$ cat src/rtl/mandelbrot_pixel_scheduler_pkg.sv
// Shared definitions for the Mandelbrot pixel scheduler and calculator:
// fixed-point defaults, scheduler state encoding and a counter-width helper.
package mandelbrot_pkg;

  localparam int BIT_WIDTH_DEF       = 32;
  localparam int FLOAT_PRECISION_DEF = 24;
  localparam logic [BIT_WIDTH_DEF-1:0] FP_ONE = BIT_WIDTH_DEF'(1) << FLOAT_PRECISION_DEF;

  typedef enum logic [2:0] {
    IDLE,
    ISSUE,
    WAIT_ACCEPT,
    WAIT_DONE,
    WRITE,
    DONE
  } sched_state_e;

  // A counter over n values needs at least one bit even when n == 1.
  function automatic int ctr_width(input int n);
    return (n > 1) ? $clog2(n) : 1;
  endfunction

endpackage

$ cat src/rtl/mandelbrot_pixel_scheduler_if.sv
// Calculator handshake and frame-buffer write port seen by the pixel scheduler.
interface mandelbrot_pixel_scheduler_if
  import mandelbrot_pkg::*;
#(
  parameter int BIT_WIDTH  = BIT_WIDTH_DEF,
  parameter int ADDR_WIDTH = 12
);

  logic [BIT_WIDTH-1:0]  calc_real;
  logic [BIT_WIDTH-1:0]  calc_imag;
  logic                  calc_start;
  logic                  calc_ready_for_input;
  logic                  calc_out_ready;
  logic [BIT_WIDTH-1:0]  calc_colour;
  logic                  pix_we;
  logic [ADDR_WIDTH-1:0] pix_addr;
  logic [BIT_WIDTH-1:0]  pix_data;
  logic                  pix_ready;

  modport master (
    output calc_real, calc_imag, calc_start,
    input  calc_ready_for_input, calc_out_ready, calc_colour,
    output pix_we, pix_addr, pix_data,
    input  pix_ready
  );

  modport slave (
    input  calc_real, calc_imag, calc_start,
    output calc_ready_for_input, calc_out_ready, calc_colour,
    input  pix_we, pix_addr, pix_data,
    output pix_ready
  );

endinterface

$ cat src/rtl/mandelbrot_coord_stepper.sv
// Raster walker: column/row counters, complex-plane accumulators and the
// linear frame-buffer address, advanced one pixel at a time.
module mandelbrot_coord_stepper
  import mandelbrot_pkg::*;
#(
  parameter int BIT_WIDTH  = BIT_WIDTH_DEF,
  parameter int H_RES      = 64,
  parameter int V_RES      = 48,
  parameter int ADDR_WIDTH = 12
) (
  input  logic                  clk,
  input  logic                  rst,
  input  logic                  load,
  input  logic                  advance,
  input  logic [BIT_WIDTH-1:0]  x_min,
  input  logic [BIT_WIDTH-1:0]  y_max,
  input  logic [BIT_WIDTH-1:0]  step,
  output logic [BIT_WIDTH-1:0]  cur_re,
  output logic [BIT_WIDTH-1:0]  cur_im,
  output logic [ADDR_WIDTH-1:0] pix_addr,
  output logic                  last_pixel
);

  localparam int COL_W = ctr_width(H_RES);
  localparam int ROW_W = ctr_width(V_RES);
  localparam logic [COL_W-1:0] COL_LAST = COL_W'(H_RES - 1);
  localparam logic [ROW_W-1:0] ROW_LAST = ROW_W'(V_RES - 1);

  logic [COL_W-1:0]      col_q, col_d;
  logic [ROW_W-1:0]      row_q, row_d;
  logic [BIT_WIDTH-1:0]  re_q, re_d;
  logic [BIT_WIDTH-1:0]  im_q, im_d;
  logic [ADDR_WIDTH-1:0] addr_q, addr_d;
  logic [BIT_WIDTH-1:0]  x_min_q, x_min_d;
  logic [BIT_WIDTH-1:0]  step_q, step_d;

  always_ff @(posedge clk or negedge rst) begin
    if (!rst) begin
      col_q   <= '0;
      row_q   <= '0;
      re_q    <= '0;
      im_q    <= '0;
      addr_q  <= '0;
      x_min_q <= '0;
      step_q  <= '0;
    end else begin
      col_q   <= col_d;
      row_q   <= row_d;
      re_q    <= re_d;
      im_q    <= im_d;
      addr_q  <= addr_d;
      x_min_q <= x_min_d;
      step_q  <= step_d;
    end
  end

  // Coordinate updates wrap modulo 2^BIT_WIDTH; the address is a plain
  // counter because raster order makes row*H_RES+col increase by one.
  always_comb begin
    col_d   = col_q;
    row_d   = row_q;
    re_d    = re_q;
    im_d    = im_q;
    addr_d  = addr_q;
    x_min_d = x_min_q;
    step_d  = step_q;
    if (load) begin
      col_d   = '0;
      row_d   = '0;
      re_d    = x_min;
      im_d    = y_max;
      addr_d  = '0;
      x_min_d = x_min;
      step_d  = step;
    end else if (advance) begin
      addr_d = addr_q + 1'b1;
      if (col_q != COL_LAST) begin
        col_d = col_q + 1'b1;
        re_d  = re_q + step_q;
      end else begin
        col_d = '0;
        row_d = row_q + 1'b1;
        re_d  = x_min_q;
        im_d  = im_q - step_q;
      end
    end
  end

  assign cur_re     = re_q;
  assign cur_im     = im_q;
  assign pix_addr   = addr_q;
  assign last_pixel = (col_q == COL_LAST) && (row_q == ROW_LAST);

endmodule

$ cat src/rtl/mandelbrot_pixel_scheduler.sv
// Frame-level initiator: issues one coordinate per pixel to the calculator,
// captures the iteration count and writes it to the frame buffer.
module mandelbrot_pixel_scheduler
  import mandelbrot_pkg::*;
#(
  parameter int BIT_WIDTH       = BIT_WIDTH_DEF,
  parameter int FLOAT_PRECISION = FLOAT_PRECISION_DEF,
  parameter int H_RES           = 64,
  parameter int V_RES           = 48,
  parameter int ADDR_WIDTH      = 12
) (
  input  logic                 clk,
  input  logic                 rst,
  input  logic                 frame_start,
  input  logic [BIT_WIDTH-1:0] x_min,
  input  logic [BIT_WIDTH-1:0] y_max,
  input  logic [BIT_WIDTH-1:0] step,
  output logic                 busy,
  output logic                 frame_done,
  mandelbrot_pixel_scheduler_if.master bus
);

  if (FLOAT_PRECISION < 0 || FLOAT_PRECISION >= BIT_WIDTH) begin : g_bad_precision
    $error("FLOAT_PRECISION must lie in [0, BIT_WIDTH)");
  end
  if (H_RES < 1 || V_RES < 1 || (2 ** ADDR_WIDTH) < H_RES * V_RES) begin : g_bad_geometry
    $error("raster does not fit the frame-buffer address space");
  end

  sched_state_e         state_q, state_d;
  logic [BIT_WIDTH-1:0] colour_q, colour_d;
  logic                 load;
  logic                 advance;
  logic                 last_pixel;

  mandelbrot_coord_stepper #(
    .BIT_WIDTH  (BIT_WIDTH),
    .H_RES      (H_RES),
    .V_RES      (V_RES),
    .ADDR_WIDTH (ADDR_WIDTH)
  ) u_stepper (
    .clk        (clk),
    .rst        (rst),
    .load       (load),
    .advance    (advance),
    .x_min      (x_min),
    .y_max      (y_max),
    .step       (step),
    .cur_re     (bus.calc_real),
    .cur_im     (bus.calc_imag),
    .pix_addr   (bus.pix_addr),
    .last_pixel (last_pixel)
  );

  always_ff @(posedge clk or negedge rst) begin
    if (!rst) begin
      state_q  <= IDLE;
      colour_q <= '0;
    end else begin
      state_q  <= state_d;
      colour_q <= colour_d;
    end
  end

  // WAIT_ACCEPT exists because calc_out_ready may still be high from the
  // previous pixel; only a ready drop proves the new job was taken.
  always_comb begin
    state_d  = state_q;
    colour_d = colour_q;
    load     = 1'b0;
    advance  = 1'b0;
    unique case (state_q)
      IDLE: begin
        if (frame_start) begin
          load    = 1'b1;
          state_d = ISSUE;
        end
      end
      ISSUE: begin
        if (bus.calc_ready_for_input) state_d = WAIT_ACCEPT;
      end
      WAIT_ACCEPT: begin
        if (!bus.calc_ready_for_input) state_d = WAIT_DONE;
      end
      WAIT_DONE: begin
        if (bus.calc_ready_for_input && bus.calc_out_ready) begin
          colour_d = bus.calc_colour;
          state_d  = WRITE;
        end
      end
      WRITE: begin
        if (bus.pix_ready) begin
          if (last_pixel) begin
            state_d = DONE;
          end else begin
            advance = 1'b1;
            state_d = ISSUE;
          end
        end
      end
      DONE: begin
        state_d = IDLE;
      end
      default: begin
        state_d = IDLE;
      end
    endcase
  end

  assign busy           = (state_q != IDLE);
  assign frame_done     = (state_q == DONE);
  assign bus.calc_start = (state_q == ISSUE);
  assign bus.pix_we     = (state_q == WRITE);
  assign bus.pix_data   = colour_q;

endmodule

$ cat src/flat_wrapper.sv
// flat-port wrapper written by rule: the top's interface ports become plain ports
module mandelbrot_pixel_scheduler_flat import mandelbrot_pkg::*;
#(
  parameter int BIT_WIDTH       = BIT_WIDTH_DEF,
  parameter int FLOAT_PRECISION = FLOAT_PRECISION_DEF,
  parameter int H_RES           = 64,
  parameter int V_RES           = 48,
  parameter int ADDR_WIDTH      = 12
)
  (clk, rst, frame_start, x_min, y_max, step, busy, frame_done, bus_calc_real, bus_calc_imag, bus_calc_start, bus_calc_ready_for_input, bus_calc_out_ready, bus_calc_colour, bus_pix_we, bus_pix_addr, bus_pix_data, bus_pix_ready);
  mandelbrot_pixel_scheduler_if #(.BIT_WIDTH(BIT_WIDTH), .ADDR_WIDTH(ADDR_WIDTH)) bus_i ();
  input  logic clk;
  input  logic rst;
  input  logic frame_start;
  input  logic [BIT_WIDTH-1:0] x_min;
  input  logic [BIT_WIDTH-1:0] y_max;
  input  logic [BIT_WIDTH-1:0] step;
  output logic busy;
  output logic frame_done;
  output wire logic [$bits(bus_i.calc_real)-1:0] bus_calc_real;
  output wire logic [$bits(bus_i.calc_imag)-1:0] bus_calc_imag;
  output wire logic [$bits(bus_i.calc_start)-1:0] bus_calc_start;
  input wire logic [$bits(bus_i.calc_ready_for_input)-1:0] bus_calc_ready_for_input;
  input wire logic [$bits(bus_i.calc_out_ready)-1:0] bus_calc_out_ready;
  input wire logic [$bits(bus_i.calc_colour)-1:0] bus_calc_colour;
  output wire logic [$bits(bus_i.pix_we)-1:0] bus_pix_we;
  output wire logic [$bits(bus_i.pix_addr)-1:0] bus_pix_addr;
  output wire logic [$bits(bus_i.pix_data)-1:0] bus_pix_data;
  input wire logic [$bits(bus_i.pix_ready)-1:0] bus_pix_ready;
  assign bus_calc_real = bus_i.calc_real;
  assign bus_calc_imag = bus_i.calc_imag;
  assign bus_calc_start = bus_i.calc_start;
  assign bus_i.calc_ready_for_input = bus_calc_ready_for_input;
  assign bus_i.calc_out_ready = bus_calc_out_ready;
  assign bus_i.calc_colour = bus_calc_colour;
  assign bus_pix_we = bus_i.pix_we;
  assign bus_pix_addr = bus_i.pix_addr;
  assign bus_pix_data = bus_i.pix_data;
  assign bus_i.pix_ready = bus_pix_ready;
  mandelbrot_pixel_scheduler #(.BIT_WIDTH(BIT_WIDTH), .FLOAT_PRECISION(FLOAT_PRECISION), .H_RES(H_RES), .V_RES(V_RES), .ADDR_WIDTH(ADDR_WIDTH)) u_core (.clk(clk), .rst(rst), .frame_start(frame_start), .x_min(x_min), .y_max(y_max), .step(step), .busy(busy), .frame_done(frame_done), .bus(bus_i));
endmodule
$ cat config.mk
export PLATFORM = sky130hd
export DESIGN_NAME = mandelbrot_pixel_scheduler_flat
export DESIGN_NICKNAME = d
export VERILOG_FILES = /design/src/rtl/mandelbrot_pixel_scheduler_pkg.sv /design/src/rtl/mandelbrot_pixel_scheduler_if.sv /design/src/rtl/mandelbrot_coord_stepper.sv /design/src/rtl/mandelbrot_pixel_scheduler.sv /design/src/flat_wrapper.sv
export SDC_FILE = /design/constraint.sdc
export NUM_CORES = 1
export LEC_CHECK = 0
export CAP_MARGIN = 20
export CELL_PAD_IN_SITES_DETAIL_PLACEMENT = 0
export CELL_PAD_IN_SITES_GLOBAL_PLACEMENT = 1
export CORE_ASPECT_RATIO = 1.25
export CORE_MARGIN = 8
export CORE_UTILIZATION = 39
export DETAILED_ROUTE_END_ITERATION = 12
export MAX_ROUTING_LAYER = met4
export PLACE_DENSITY_LB_ADDON = 0.1
export SETUP_SLACK_MARGIN = 0.5
export SLEW_MARGIN = 20
export SYNTH_ARGS = -nofsm -noshare
export SYNTH_HDL_FRONTEND = slang
export SYNTH_SLANG_ARGS = --single-unit
$ cat constraint.sdc
create_clock -name clk -period 3.4 [get_ports clk]
set_input_delay 0.68 -clock clk [delete_from_list [all_inputs] [get_ports clk]]
set_output_delay 0.68 -clock clk [all_outputs]
set_load 0.05 [all_outputs]
# --- Yosys cells after proc, flatten, opt, wreduce, memory -nomap -nowiden ---
# Index checks and enable logic that the tools add are counted.
totals:
  in_bits: 134
  wordCells: 62
  out_inout_bits: 112
  register_bits: 187
classes:
  n_reduce_logical: 8
  addsub: 5
  mux: 26
  eq_ne: 14
op_table:
  columns: ["cell", "n"]
  rows:
  - ["$mux 32", 6]
  - ["$mux 6", 6]
  - ["$add 32x32->32", 1]
  - ["$sub 32x32->32", 1]
  - ["$mux 12", 2]
  - ["$mux 3", 6]
  - ["$pmux 3 s5", 1]
  - ["$add 12x1->12 const B", 1]
  - ["$add 6x1->6 const B", 2]
  - ["$eq 6x6->1 const B", 2]
  - ["$ne 2x1->1 const B", 4]
  - ["$eq 3x2->1 const B", 2]
  - ["$eq 3x3->1 const B", 2]
  - ["$ne 6x6->1 const B", 1]
  - ["$mux 1", 5]
  - ["$reduce_and 5->1", 1]
  - ["$ne 2x2->1 const B", 2]
  - ["$reduce_and 2->1", 2]
  - ["$eq 3x1->1 const B", 1]
  - ["$logic_not 3->1", 1]
  - ["$reduce_bool 3->1", 1]
  - ["$logic_and 1x1->1", 2]
  - ["$reduce_bool 2->1", 1]

# --- Longest topological paths before layout ---
# Gate-level depths: netlist of run 1.
depth:
  depth_word: 7
  ltp_mapped: 12
  depth_no_buf: 12

# --- Cells and area by module ---
# Synthesis of run 1 repeated with hierarchy kept, for this count alone.
hier_totals:
  hier_cells: 1269
  hier_area_um2: 11437.2
modules_own_cells:
  columns: ["mod", "n_inst", "area_each_um2", "cells_per_inst", "seq_area_each_um2"]
  rows:
  - ["mandelbrot_coord_stepper", 1, 10004.6, 1176, 3803.6]
  - ["mandelbrot_pixel_scheduler", 1, 1432.6, 93, 875.8]

# --- Least setup slack after synthesis of run 1 ---
# OpenSTA, ideal clock, no wires.
synth_timing:
  path_type: "register -> register"
  startpoint: "register u_core.u_stepper.re_q[0], in the netlist u_core.u_stepper.cur_re[0]"
  endpoint: "register u_core.u_stepper.re_q[26], in the netlist u_core.u_stepper.cur_re[26]"
  period_less_slack_ns: 2.934
  path_buffers: 0
  path_stages_with_launch: 12
  t_required_ns: 3.280
  arrival_time_ns: 2.814
  slack_ns: 0.466
  setup_ns: 0.120
  cell_sequence: "dfrtp_1 ha_1 fa_1 a211oi_2 nor2_1 o31ai_1 and3_4 or2_1 o21bai_2 a21oi_2 a2111oi_2 a31o_1"
synth_via:
  elab_chain_len: 4
synth_rtl:
  columns: ["element", "line_no", "text"]
  rows:
  - ["start, declared", "mandelbrot_coord_stepper.sv:31", "logic [BIT_WIDTH-1:0] re_q, re_d;"]
  - ["start signal, assigned", "mandelbrot_coord_stepper.sv:49", "re_q <= re_d;"]
  - ["$add 32x32->32", "mandelbrot_coord_stepper.sv:79", "re_d = re_q + step_q;"]
  - ["$mux 32", "mandelbrot_coord_stepper.sv:77", "if (col_q != COL_LAST) begin"]
  - ["$mux 32", "mandelbrot_coord_stepper.sv:75", "end else if (advance) begin"]
  - ["$mux 32", "mandelbrot_coord_stepper.sv:67", "if (load) begin"]
# Every way passes these cells. The select of a mux whose other input is x is not followed.
# A chain may end at the register's enable or synchronous reset.

# --- Final worst setup path of run 1 ---
layout_timing:
  startpoint: "register u_core.state_q[0]"
  endpoint: "output busy"
layout_via:
  elab_chain_len: 1
layout_rtl:
  columns: ["element", "line_no", "text"]
  rows:
  - ["start, declared", "mandelbrot_pixel_scheduler.sv:30", "sched_state_e state_q, state_d;"]
  - ["start signal, assigned", "mandelbrot_pixel_scheduler.sv:60", "state_q <= state_d;"]
  - ["$reduce_bool 3->1", "mandelbrot_pixel_scheduler.sv:110", "assign busy = (state_q != IDLE);"]
  - ["end, declared", "flat_wrapper.sv:18", "output logic busy;"]
# Every way passes these cells.

==> results.sh, run 1 <==
export IMPL_postRouteAntennaNets=0
export IMPL_utilization_pct=51.7
export IMPL_finalCriticalPeriod_ns=2.76
export IMPL_nFillCells=2775
export IMPL_r2r_end="u_core.u_stepper.cur_re[16]"
export IMPL_overflow=0
export IMPL_cap_viol_max_count=0
export IMPL_finalSetupViolations=0
export IMPL_async_flop_share_pct=100
export IMPL_die_area_um2=34900
export IMPL_syn_nets=1482
export IMPL_timing_rr_start="u_core.u_stepper.cur_re[0]"
export IMPL_ys_flop_type="dfrtp_1"
export IMPL_cp_max_fo=13
export IMPL_chipWidth_um=169
export IMPL_drt_iter0_drc=536
export IMPL_clockBufferDepth=2
export IMPL_routed_wl_mm=35.2
export IMPL_drcViolationCount=0
export IMPL_crit_chain="nor3_2, inv_1, clkdlybuf4s50_1"
export IMPL_cp_slowest_cell="clkdlybuf4s50_1"
export IMPL_cts_buffers=17
export IMPL_cp_end_kind="output port"
export IMPL_netlist_instances=1281
export IMPL_dieHeight_um=207
export IMPL_synth_edf_count=0
export IMPL_regArea_um2=4680
export IMPL_ir_drop_v=0.000658
export IMPL_antenna_found_initial=2
export IMPL_layout_commonest_cell="clkdlybuf4s50_1"
export IMPL_total_power_uw=17900
export IMPL_worstMarginPinSlew_ns=0.751
export IMPL_fin_worst_skew_ns=0.00940
export IMPL_drive_above_1_share_pct=9.71
export IMPL_synth_cell_types=90
export IMPL_total_leakage_power_uw=0.00655
export IMPL_grt_start_max_net_pins=83
export IMPL_clock_latency_ns=0.44
export IMPL_synth_seq_cells=187
export IMPL_rsz0062_at_grt="true"
export IMPL_critPathLaunchType="register"
export IMPL_crit_arrival_ns=2.08
export IMPL_hold_class="input pin to async pin"
export IMPL_cpPeakStageDelay_ns=0.71
export IMPL_syn_to_final_growth_pct=31.7
export IMPL_grt_usage_pct=20.7
export IMPL_ys_top_cells_by_area="dfrtp_1, nand2_1, ha_1, a21oi_1, o21ai_0"
export IMPL_start_util_pct=39.3
export IMPL_fmax_ghz=0.362
export IMPL_hpwl_mm=27.1
export IMPL_root_buffer="clkbuf_16"
export IMPL_place_congestion=0.869
export IMPL_syn_avg_cell_area_um2=8.88
export IMPL_crit_family="buffers and inverters"
export IMPL_status="finished clean"
export IMPL_most_common_layout_cells="clkdlybuf4s50_1, nand2_1, dfrtp_1"
export IMPL_cts_sinks=187
export IMPL_nets=1702
export IMPL_yosysWarnings=0
export IMPL_fp_coreArea_um2=29000
export IMPL_seq_area_frac_synth_pct=41.1
export IMPL_first_pass_iters=4
export IMPL_cts_tree="yes"
export IMPL_worstSetupPathType="register to output port"
export IMPL_fp_row_count=70
export IMPL_finalCritPeriodShare_pct=81.2
export IMPL_synth_area_um2=11400
export IMPL_cp_num_buf_inv=2
export IMPL_htree_levels=4
export IMPL_required_ns=2.72
export IMPL_clk_pin_slew_worst_paths_ns=0.07
export IMPL_rrSetupSlack_ns=0.65
export IMPL_r2r_cells=11
export IMPL_wire_per_inst_um=18.4
export IMPL_drv_slew=0
export IMPL_multi_input_area_um2=6350
export IMPL_tns_ns=0
export IMPL_relSlewSlack_pct=49.9
export IMPL_p_per_area_nw_per_um2=1190
export IMPL_grt_pass1_wl_mm=54.9
export IMPL_hold_violations=0
export IMPL_route_vias_total=9935
export IMPL_viasPerCell=5.20
export IMPL_yosys_area_top_type_share_pct=41.1
export IMPL_port_buffers=245
export IMPL_synth_largest_area_cell="dfrtp_1"
export IMPL_io_pins=246
export IMPL_grt_pass1_vias=10000
==> cell families (layout without fill, tap and decap cells) <==
family          after synthesis  count (layout)  share of synthesized area (%)
mux                          37              37                           3.62
buf+inv                     114             347                           4.29
xor+xnor                     64              64                           4.93
simple gates                434             434                           17.1
fa+ha+maj                    67              67                           7.50
compound gates              378             378                           21.4
flops                       187             187                           41.1
other cells                   0               2                              0
==> metal layers <==
metal	track usage (%)	wire length, um	share of wire [%]
met2	34.0	17300	49
met1	25.9	16200	46
met3	4.00	1330	3.8
met4	4.98	344	0.98
met5	-	0	0
==> sequential cells by signal (all words and copies together) (netlist names) <==
name	cells
u_core.bus.pix_data	32
u_core.state_q	3
u_core.u_stepper.col_q	6
u_core.u_stepper.cur_im	32
u_core.u_stepper.cur_re	32
u_core.u_stepper.pix_addr	12
u_core.u_stepper.row_q	6
u_core.u_stepper.step_q	32
u_core.u_stepper.x_min_q	32
==> power by group <==
part           leakage (uW)  total [uW]  switching [uW]  internal, uW
registers           0.00232        4030             855          3180
logic               0.00395       11800            7100          4700
clock network      0.000275        2030             918          1110
total               0.00655       17900            8870          8990
==> worst max-delay path by stage <==
stage,startpoint,to,slack (ns),depth (start not counted)
2_1_floorplan,u_core.u_stepper.cur_im[0],u_core.u_stepper.cur_im[28],0.54,12
3_3_place_gp,u_core.u_stepper.cur_re[0],u_core.u_stepper.cur_re[26],0.41,11
3_5_place_dp,u_core.u_stepper.cur_re[0],u_core.u_stepper.cur_re[26],0.40,11
4_1_cts,u_core.u_stepper.cur_im[0],u_core.u_stepper.cur_im[28],0.51,12
5_1_grt,u_core.u_stepper.cur_re[0],u_core.u_stepper.cur_re[16],0.46,11
6_report,u_core.state_q[0],busy,0.64,3
==> per-stage QoR <==
| stage | setup slack, ns | hold WS [ns] | instance area, um^2 | std cells |
|---|---|---|---|---|
| CTS | 0.507 | 0.243 | 14800 | 1906 |
| finish | 0.638 | 0.210 | 15000 | 1912 |
| detailed placement | 0.405 | 0.457 | 14200 | 1874 |
| global placement | 0.412 | 0.452 | 14200 | 1874 |
| floorplan | 0.543 | 0.384 | 11400 | 1281 |
| global route | 0.463 | 0.243 | 15000 | 1912 |
==> cell usage after synthesis (10+ instances only) <==
library cell	number
nor3_1	20
nand3_1	21
xnor2_1	30
ha_1	65
nand4_1	15
o21ai_0	105
buf_2	15
a21o_1	23
nand2_1	227
o22ai_1	11
a21oi_1	111
a211oi_1	16
nor2_1	80
nor2b_1	10
and3_1	16
clkbuf_1	39
dfrtp_1	187
inv_1	45
xor2_1	34
o211ai_1	12
mux2_2	32
==> repair_timing <==
item / in CTS / in global routing
hold buffers: 0 / 0
endpoints found under the setup margin: 8 / 21
buffers inserted: 0 / 4
pin swaps: 0 / 11
resized for setup: 3 / 25
==> worst reg2reg max path: cells and delay by family, from the launching register on <==
family                   cells  cell delay (ns)
AO/OA/AOI/OAI                6             1.27
adder cells (fa/ha/maj)      2             0.63
flip-flops                   1             0.42
AND/OR/NAND/NOR              2             0.24
XOR/XNOR                     1             0.11
==> area by class of cell <==
type	instances	area share, %
antenna	2	0.0334
clock buffer	21	3.00
clock inverter	11	0.901
inverter	45	1.13
multi-input combinational	980	42.4
sequential	187	31.2
tap	396	3.31
timing repair buffer	270	18.0
Power figures use the tool's default switching activity.
==> run 2: changes to the inputs <==
--- a/config.mk
+++ b/config.mk
@@ -10,7 +10,7 @@
 export CELL_PAD_IN_SITES_GLOBAL_PLACEMENT = 1
 export CORE_ASPECT_RATIO = 1.25
 export CORE_MARGIN = 8
-export CORE_UTILIZATION = 39
+export CORE_UTILIZATION = 35
 export DETAILED_ROUTE_END_ITERATION = 12
 export MAX_ROUTING_LAYER = met4
 export PLACE_DENSITY_LB_ADDON = 0.1
==> constraint.sdc (replaced) <==
create_clock -name clk -period 2.4 [get_ports clk]
set_input_delay 0.48 -clock clk [delete_from_list [all_inputs] [get_ports clk]]
set_output_delay 0.48 -clock clk [all_outputs]
set_load 0.05 [all_outputs]
==> results.sh, run 2 (synthesis gave the netlist of run 1 again) <==
export IMPL_status="finished with violations"
export IMPL_violations="setup timing"
export IMPL_cp_end_kind="register"
export IMPL_p_per_area_nw_per_um2=1750
export IMPL_num_antenna_cells=0
export IMPL_path_common_cell="o31a_1"
export IMPL_worstMarginPinSlew_ns=0.607
export IMPL_cp_num_buf_inv=1
export IMPL_clock_latency_ns=0.46
export IMPL_hold_class="register to register"
export IMPL_total_leakage_power_uw=0.00832
export IMPL_io_pins=246
export IMPL_cp_slowest_cell="dfrtp_2"
export IMPL_hpwl_mm=31.1
export IMPL_cpPeakStageDelay_ns=0.44
export IMPL_grt_pass1_vias=11900
export IMPL_chipWidth_um=177
export IMPL_grt_pass1_wl_mm=65.2
export IMPL_clk_pin_slew_worst_paths_ns=0.08
export IMPL_worstSetupPathType="register to register"
export IMPL_cap_viol_max_count=0
export IMPL_first_pass_iters=4
export IMPL_wire_per_inst_um=19.0
export IMPL_relSlewSlack_pct=59.5
export IMPL_r2r_end="u_core.u_stepper.cur_im[28]"
export IMPL_cts_tree="yes"
export IMPL_nets=1981
export IMPL_grt_start_max_net_pins=67
export IMPL_layout_setup_ws_ns=-0.310
export IMPL_most_common_layout_cells="buf_4, nand2_1, dfrtp_1"
export IMPL_antenna_found_initial=0
export IMPL_rrSetupSlack_ns=-0.31
export IMPL_finalSetupViolations=46
export IMPL_postRouteAntennaNets=0
export IMPL_cp_startpoint="u_core.u_stepper.step_q[0]"
export IMPL_crit_family="compound AO/OA/AOI/OAI gates"
export IMPL_dieHeight_um=218
export IMPL_cp_depth=12
export IMPL_cp_max_fo=3
export IMPL_grt_usage_pct=22.1
export IMPL_fmax_ghz=0.369
export IMPL_route_vias_total=11300
export IMPL_nFillCells=2951
export IMPL_cts_sinks=187
export IMPL_ir_drop_v=0.000756
export IMPL_fin_area_um2=18500
export IMPL_routed_wl_mm=41.9
export IMPL_cts_buffers=17
export IMPL_drcViolationCount=0
export IMPL_rsz0062_at_grt="true"
export IMPL_pre_cts_slack_ns=-0.395
export IMPL_multi_input_area_um2=7340
export IMPL_placed_area_um2=16200
export IMPL_hold_violations=0
export IMPL_htree_levels=4
export IMPL_regArea_um2=4730
export IMPL_port_buffers=245
export IMPL_die_area_um2=38600
export IMPL_fin_worst_skew_ns=0.0111
export IMPL_start_util_pct=35.1
export IMPL_r2r_cells=12
export IMPL_overflow=0
export IMPL_timing_rr_start="u_core.u_stepper.step_q[0]"
export IMPL_finalCriticalPeriod_ns=2.71
export IMPL_critPathLaunchType="register"
export IMPL_endpoint="u_core.u_stepper.cur_im[28]"
export IMPL_required_ns=2.75
export IMPL_place_congestion=0.865
export IMPL_crit_chain="buf_4, ha_4, fa_2, nor2b_4, o31a_1, o31a_1, o211ai_2, o21ba_4, o41ai_4, o31ai_2, xor2_1, a21oi_1"
export IMPL_root_buffer="clkbuf_16"
export IMPL_finalCritPeriodShare_pct=113
export IMPL_crit_arrival_ns=3.06
export IMPL_drive_above_1_share_pct=37.6
export IMPL_syn_to_final_growth_pct=62.6
export IMPL_drt_iter0_drc=701
export IMPL_clockBufferDepth=2
export IMPL_fp_coreArea_um2=32400
export IMPL_tns_ns=-7.04
export IMPL_drv_slew=0
export IMPL_viasPerCell=5.12
export IMPL_layout_commonest_cell="buf_4"
export IMPL_fp_row_count=74
## run 2: cell types whose count changed in the layout (fill, tap and decap cells not counted), moves of 22 or more
cell             delta
a21oi_1            -22
buf_4             +222
buf_6              +37
clkdlybuf4s15_2    +58
clkdlybuf4s50_1   -109
dfrtp_1            -40
dfrtp_2            +40
dlygate4sd2_1      +29
ha_4               +22
o21ai_0            -50
o21ai_1            +44
## run 2: tightest hold or removal path, stage by stage, from the launching register on
cell and delay (ns):
dfrtp_1 0.34, nand2_1 0.05, nand2_1 0.05
## run 2: final cells by class
type / count / area share [%]
multi-input combinational: 981 / 39.7
timing repair buffer: 548 / 27.8
sequential: 187 / 25.6
tap: 418 / 2.83
clock buffer: 17 / 2.30
inverter: 45 / 0.967
clock inverter: 15 / 0.825
## run 2: worst min-delay path by stage
| stage | slack, ns | endpoint | depth (start not counted) | from |
|---|---|---|---|---|
| final | 0.47 | u_core.u_stepper.x_min_q[31] | 2 | u_core.u_stepper.x_min_q[31] |
| after global routing | 0.51 | u_core.u_stepper.x_min_q[28] | 2 | u_core.u_stepper.x_min_q[28] |
| after CTS | 0.47 | u_core.u_stepper.x_min_q[31] | 2 | u_core.u_stepper.x_min_q[31] |
| after detailed placement | 0.45 | u_core.u_stepper.x_min_q[31] | 2 | u_core.u_stepper.x_min_q[31] |
| after global placement | 0.45 | u_core.u_stepper.x_min_q[31] | 2 | u_core.u_stepper.x_min_q[31] |
| after floorplan | 0.18 | u_core.bus.pix_data[0] | 0 | rst |
## run 2: report_power, final
part           internal (uW)  switching (uW)
Clock                   1390            1460
Combinational          11100           12600
Sequential              4560            1200
Total                  17100           15300
## run 2: metal layers
metal | track usage [%] | share of wire, % | up-vias
met5 | - | 0 | -
met4 | 6.40 | 2.0 | 0
met3 | 4.37 | 4.7 | 49
met2 | 36.6 | 50 | 283
met1 | 26.9 | 44 | 5455
li1 | - | - | 5537
## run 2: timing repair
item / CTS / global route
setup buffers: 49 / 36
resized for setup: 395 / 113
gates cloned: 2 / 2
setup endpoints to repair: 208 / 116
endpoints found under the hold margin: 10 / 0
hold buffers: 1 / 0
pin swaps: 100 / 84
## run 2: through the flow
stage,hold slack [ns],cells,utilization [%],power [uW]
2_1_floorplan,0.184,1281,-,18600
3_3_place_gp,0.452,2089,50.1,26100
3_5_place_dp,0.455,2089,50.1,26300
4_1_cts,0.474,2173,55.3,31000
5_1_grt,0.506,2211,57.1,34600
6_report,0.474,2211,57.1,32400
